===== src/rtl/control_estacionamiento.sv =====
// Single-lane parking gate controller: shared entry/exit barrier,
// occupancy counter, round-robin arbitration and per-barrier timeout.
module control_estacionamiento #(
    parameter int CAPACIDAD = 7,
    parameter int TIMEOUT   = 16
) (
    input  logic       clk,
    input  logic       rst,
    input  logic       sensor_in,
    input  logic       sensor_out,
    input  logic       paso_in,
    input  logic       paso_out,
    output logic       barrera_in,
    output logic       barrera_out,
    output logic [2:0] autos,
    output logic       lleno,
    output logic       vacio,
    output logic       timeout
);

    localparam logic [1:0] IDLE     = 2'd0;
    localparam logic [1:0] ABRE_IN  = 2'd1;
    localparam logic [1:0] ABRE_OUT = 2'd2;
    localparam logic [1:0] CIERRE   = 2'd3;

    localparam logic       ULT_OUT = 1'b0;
    localparam logic       ULT_IN  = 1'b1;

    localparam logic [2:0] CAP  = 3'(CAPACIDAD);
    localparam logic [7:0] TMAX = 8'(TIMEOUT - 1);

    logic [1:0] state_q, state_d;
    logic [7:0] timer_q, timer_d;
    logic [2:0] autos_q, autos_d;
    logic       ultimo_q, ultimo_d;
    logic       timeout_q, timeout_d;
    logic       req_in, req_out;

    assign lleno   = (autos_q == CAP);
    assign vacio   = (autos_q == 3'd0);
    assign req_in  = sensor_in && !lleno;
    assign req_out = sensor_out && !vacio;

    always_comb begin
        state_d   = state_q;
        timer_d   = timer_q;
        autos_d   = autos_q;
        ultimo_d  = ultimo_q;
        timeout_d = 1'b0;
        case (state_q)
            IDLE: begin
                // Entry wins a tie only if exit was served last
                if (req_in && (!req_out || ultimo_q == ULT_OUT)) begin
                    state_d = ABRE_IN;
                    timer_d = 8'd0;
                end else if (req_out) begin
                    state_d = ABRE_OUT;
                    timer_d = 8'd0;
                end
            end
            ABRE_IN: begin
                if (paso_in) begin
                    if (autos_q != CAP) autos_d = autos_q + 3'd1;
                    ultimo_d = ULT_IN;
                    state_d  = CIERRE;
                end else if (timer_q == TMAX) begin
                    timeout_d = 1'b1;
                    ultimo_d  = ULT_IN;
                    state_d   = CIERRE;
                end else begin
                    timer_d = timer_q + 8'd1;
                end
            end
            ABRE_OUT: begin
                if (paso_out) begin
                    if (autos_q != 3'd0) autos_d = autos_q - 3'd1;
                    ultimo_d = ULT_OUT;
                    state_d  = CIERRE;
                end else if (timer_q == TMAX) begin
                    timeout_d = 1'b1;
                    ultimo_d  = ULT_OUT;
                    state_d   = CIERRE;
                end else begin
                    timer_d = timer_q + 8'd1;
                end
            end
            CIERRE: begin
                state_d = IDLE;
                timer_d = 8'd0;
            end
        endcase
    end

    always_ff @(posedge clk) begin
        if (rst) begin
            state_q   <= IDLE;
            timer_q   <= 8'd0;
            autos_q   <= 3'd0;
            ultimo_q  <= ULT_OUT;
            timeout_q <= 1'b0;
        end else begin
            state_q   <= state_d;
            timer_q   <= timer_d;
            autos_q   <= autos_d;
            ultimo_q  <= ultimo_d;
            timeout_q <= timeout_d;
        end
    end

    assign barrera_in  = (state_q == ABRE_IN);
    assign barrera_out = (state_q == ABRE_OUT);
    assign autos       = autos_q;
    assign timeout     = timeout_q;

endmodule


===== config.mk =====
export PLATFORM = sky130hd
export DESIGN_NAME = control_estacionamiento
export DESIGN_NICKNAME = d
export VERILOG_FILES = /design/src/rtl/control_estacionamiento.sv
export SDC_FILE = /design/constraint.sdc
export NUM_CORES = 1
export LEC_CHECK = 0
export CORE_ASPECT_RATIO = 1.25
export CORE_MARGIN = 1.5
export CORE_UTILIZATION = 53
export DETAILED_ROUTE_END_ITERATION = 8
export GPL_TIMING_DRIVEN = 0
export PLACE_DENSITY = 0.78
export SETUP_SLACK_MARGIN = 0.3
export SLEW_MARGIN = 20
export SYNTH_ARGS = -nofsm -noshare
export SYNTH_HDL_FRONTEND = slang
export SYNTH_SLANG_ARGS = --single-unit

===== constraint.sdc =====
create_clock -name clk -period 1.9 [get_ports clk]
set_input_delay 0.285 -clock clk [delete_from_list [all_inputs] [get_ports clk]]
set_output_delay 0.285 -clock clk [all_outputs]
set_load 0.02 [all_outputs]

==> impl_metrics.py <==
metrics = {
    "worst_setup_path": {
        "worst_setup_path_endpoint": "timer_q[4]",
        "rr_worst_depth": 7,
        "crit_fanout": 8,
        "worst-r2r-setup-slack_ns": 0.13,
        "required_arrival_time_at_the_worst_endpoint_ns": 2.08,
        "worstSetupEndpointType": "flip-flop",
        "arrival_time_reported_for_the_critical_path_endpoint_ns": 1.96,
        "reg2reg_to": "timer_q[4]",
        "worstReg2RegStart": "state_q[0]",
        "worst_setup_path_startpoint": "state_q[0]",
        "nature_of_the_critical_path_startpoint": "flip-flop",
        "timing_worst_setup_path_type": "reg -> reg",
    },
    "drt": {
        "route.detailed.wl_per_inst_um": 16.33,
        "remaining_drc_errors": 0,
        "initialDrtViolationCount": 32,
        "uppermost_metal_layer_occupied_by_signal_nets": "met4",
        "detailroute.via_count": 988,
        "detailroute.wirelength.met2_um": 1315,
        "routed_wirelength_um": 2515,
        "wl_met3_um": 113,
        "drtPass1Iterations": 4,
        "drtAntennaViolNets": 0,
        "detail_route.wirelength.met1_um": 1043,
        "post_drt_via_cell_ratio": 6.416,
    },
    "yosys": {
        "share_of_synthesized_flip_flops_with_an_asynchronous_set_or_reset_pct": 0,
        "netlist_top_cells_area": "sky130_fd_sc_hd__dfxtp_1 (30%), sky130_fd_sc_hd__ha_1 (6.3%), sky130_fd_sc_hd__a32o_1 (6.0%), sky130_fd_sc_hd__nand3_1 (3.5%), sky130_fd_sc_hd__inv_1 (3.0%)",
        "ys_types": 44,
        "syn_inst": 110,
        "postSynthRegisterBits": 15,
        "cell_taking_the_most_area_after_synthesis": "sky130_fd_sc_hd__dfxtp_1",
        "synth-seq-area-share_pct": 30.00,
        "synth_flop_cell": "sky130_fd_sc_hd__dfxtp_1",
        "synth_area_um2": 1001,
        "syn_avg_cell_area_um2": 9.100,
        "netlist.area_leader.share_pct": 30.00,
        "synthesis.nets": 122,
        "yosysWarningCount": 0,
        "synth-edff-count": 0,
    },
    "place": {
        "place_area_um2": 1212,
        "finalWeightedCongestion": 0.8198,
        "numPortBuffers": 12,
        "place.detailed.hpwl_um": 1655,
    },
    "timing": {
        "worst_slew_pin_slew_ns": 0.3840,
        "fin_setup_tns_ns": 0,
        "post-route-min-period_ns": 1.773,
        "timing.fmax_mhz": 563.9,
        "maxSlewViolCount": 0,
        "final.period_utilization_pct": 93.33,
        "rsz0062_at_grt": "yes",
        "timing.final.hold_violations": 0,
        "max_slew_headroom_pct": 74.35,
        "setup_violations_final": 0,
        "worst_clk_skew_ns": 0.0009266,
    },
    "floorplan": {
        "placement_rows": 17,
        "start_util_pct": 56.70,
        "fp.dieH_um": 51.59,
        "io_pins": 14,
        "die-area_um2": 2160,
        "width_of_the_die_um": 41.87,
        "design.core.area_um2": 1765,
    },
    "clock_tree": {
        "holdBufCountCts": 0,
        "number_of_buffers_inserted_during_clock_tree_synthesis": 3,
        "clock_latency_ns": 0.29,
        "clock_tree.htree_level_count": 1,
        "cts-root-to-sink-buffers": 2,
        "clkTransAtPathRegs_ns": 0.09,
        "tritoncts": "built",
        "cts.sinks": 15,
        "clock_tree.root_cell": "sky130_fd_sc_hd__clkbuf_4",
    },
    "power_and_ir_drop": {
        "leakagePower_nw": 0.5748,
        "irDropWorstVdd_v": 0.0008510,
        "swShare_pct": 43.80,
        "power_density_nw_per_um2": 1493,
        "cell_internal_pwr_mw": 1.157,
        "share_comb_of_total_power_pct": 68.0,
        "switchingPower_mw": 0.9016,
        "power_frac_seq_pct": 22.9,
        "share_clk_of_total_power_pct": 9.1,
    },
    "finish": {
        "area_of_the_multi_input_gates_um2": 716.9,
        "n_fill_cell": 126,
        "antenna-diode-count": 0,
        "final_design_area_no_fill_um2": 1379,
        "synthToLayoutAreaGrowth_pct": 37.75,
        "final_nets": 148,
        "sequential_cell_area_um2": 311.5,
        "drive_gt1_share_pct": 33.33,
        "most_common_cell_after_layout_fill_and_taps_aside": "sky130_fd_sc_hd__dfxtp_1",
        "final_cell_mix": "sky130_fd_sc_hd__dfxtp_1 (10), sky130_fd_sc_hd__nand3_1 (7), sky130_fd_sc_hd__buf_4 (7), sky130_fd_sc_hd__buf_6 (6), sky130_fd_sc_hd__a32o_1 (6)",
    },
    "global_route": {
        "grt_antenna_before_repair": 0,
        "grt-ovfl-total": 0,
        "first_pass_grt_wire_length_um": 4188,
        "vias_in_the_first_global_route": 965,
        "largest_net_degree_at_the_start_of_global_routing": 11,
        "track_usage_pct": 24.89,
    },
    "status": {
        "run_status": "complete, no violations",
    },
    "hold_path": {
        "holdCritPathClass": "in -> reg",
    },
    "flow_run": {
        "drv_cap": 0,
    },
}
-- state kept, by name, summed over array words and instances (netlist names) --
| name | flops |
|---|---|
| ultimo_q | 1 |
| timer_q | 8 |
| state_q | 2 |
| autos | 3 |
| timeout | 1 |
-- layout make-up --
type	instances	share of cell area, %
Multi-Input combinational cell	80	52.00
Sequential cell	15	22.60
Timing Repair Buffer	21	14.34
Buffer	6	4.356
Inverter	9	2.995
Tap cell	19	1.724
Clock buffer	3	1.633
Clock inverter	1	0.3630
-- logic make-up (layout without fill, tap and decap cells) --
group	after synthesis	count (layout)	synth area share, %
xor+xnor	1	1	0.8752
fa+ha+maj	6	6	8.250
simple gates	38	38	21.38
buf+inv	15	40	8.374
compound gates	35	35	31.13
flops	15	15	30.00
-- cell usage after synthesis (2+ instances only) --
library cell	count
sky130_fd_sc_hd__nor2_1	7
sky130_fd_sc_hd__inv_1	8
sky130_fd_sc_hd__o211ai_1	3
sky130_fd_sc_hd__ha_1	5
sky130_fd_sc_hd__a21oi_1	2
sky130_fd_sc_hd__dfxtp_1	15
sky130_fd_sc_hd__buf_4	2
sky130_fd_sc_hd__a211oi_1	2
sky130_fd_sc_hd__nor2b_1	3
sky130_fd_sc_hd__a32o_1	6
sky130_fd_sc_hd__a22o_1	2
sky130_fd_sc_hd__nand2_1	6
sky130_fd_sc_hd__and3_1	2
sky130_fd_sc_hd__nand3_1	7
sky130_fd_sc_hd__nor4_1	4
sky130_fd_sc_hd__buf_6	2
sky130_fd_sc_hd__nor3_1	3
sky130_fd_sc_hd__o31ai_1	3
sky130_fd_sc_hd__o21ai_0	3
-- worst min path at each step --
stage                  start          to  slack, ns  depth (start not counted)
finish                   rst  timer_q[0]       0.43                          3
global route             rst  timer_q[0]       0.43                          3
CTS                      rst  timer_q[0]       0.41                          3
detailed placement  ultimo_q    ultimo_q       0.52                          2
global placement    ultimo_q    ultimo_q       0.51                          2
floorplan           ultimo_q    ultimo_q       0.49                          2
-- power by group through the flow --
stage | registers (mW) | clock network, mW | logic (mW)
after detailed placement | 0.466 | 0 | 1.12
after CTS | 0.459 | 0.193 | 1.24
final | 0.472 | 0.187 | 1.40
after global routing | 0.482 | 0.213 | 1.52
after floorplan | 0.476 | 0 | 0.847
after global placement | 0.462 | 0 | 1.10
-- per-layer routing --
layer / vias up / track usage (%)
met1: 466 / 27.74
met5: - / 0
met3: 9 / 5.903
li1: 481 / -
met4: 0 / 9.140
met2: 32 / 45.57
-- stage by stage --
step,hold slack (ns),util (%),setup WS [ns],cells,power [mW]
3_3_place_gp,0.5099,68.67,-0.1881,141,1.562
6_report,0.4286,78.10,0.1267,154,2.059
2_1_floorplan,0.4912,-,0.1746,110,1.323
5_1_grt,0.4301,78.10,0.06764,154,2.213
4_1_cts,0.4147,74.42,0.1597,151,1.893
3_5_place_dp,0.5222,68.67,-0.2077,141,1.585
-- critical path, stage by stage (launching register included) --
cell,delay (ns)
sky130_fd_sc_hd__dfxtp_4,0.38
sky130_fd_sc_hd__inv_6,0.04
sky130_fd_sc_hd__ha_4,0.15
sky130_fd_sc_hd__buf_6,0.12
sky130_fd_sc_hd__a22o_4,0.26
sky130_fd_sc_hd__a31oi_4,0.27
sky130_fd_sc_hd__o211ai_1,0.17
sky130_fd_sc_hd__a32o_1,0.28
-- what timing repair did --
item / in CTS / in global routing
endpoints found under the setup margin: 20 / 17
pin swaps: 4 / 4
gates resized for setup: 17 / 16
gates cloned: 1 / 0
buffers inserted: 5 / 3
(Power assumes the default switching activity.)
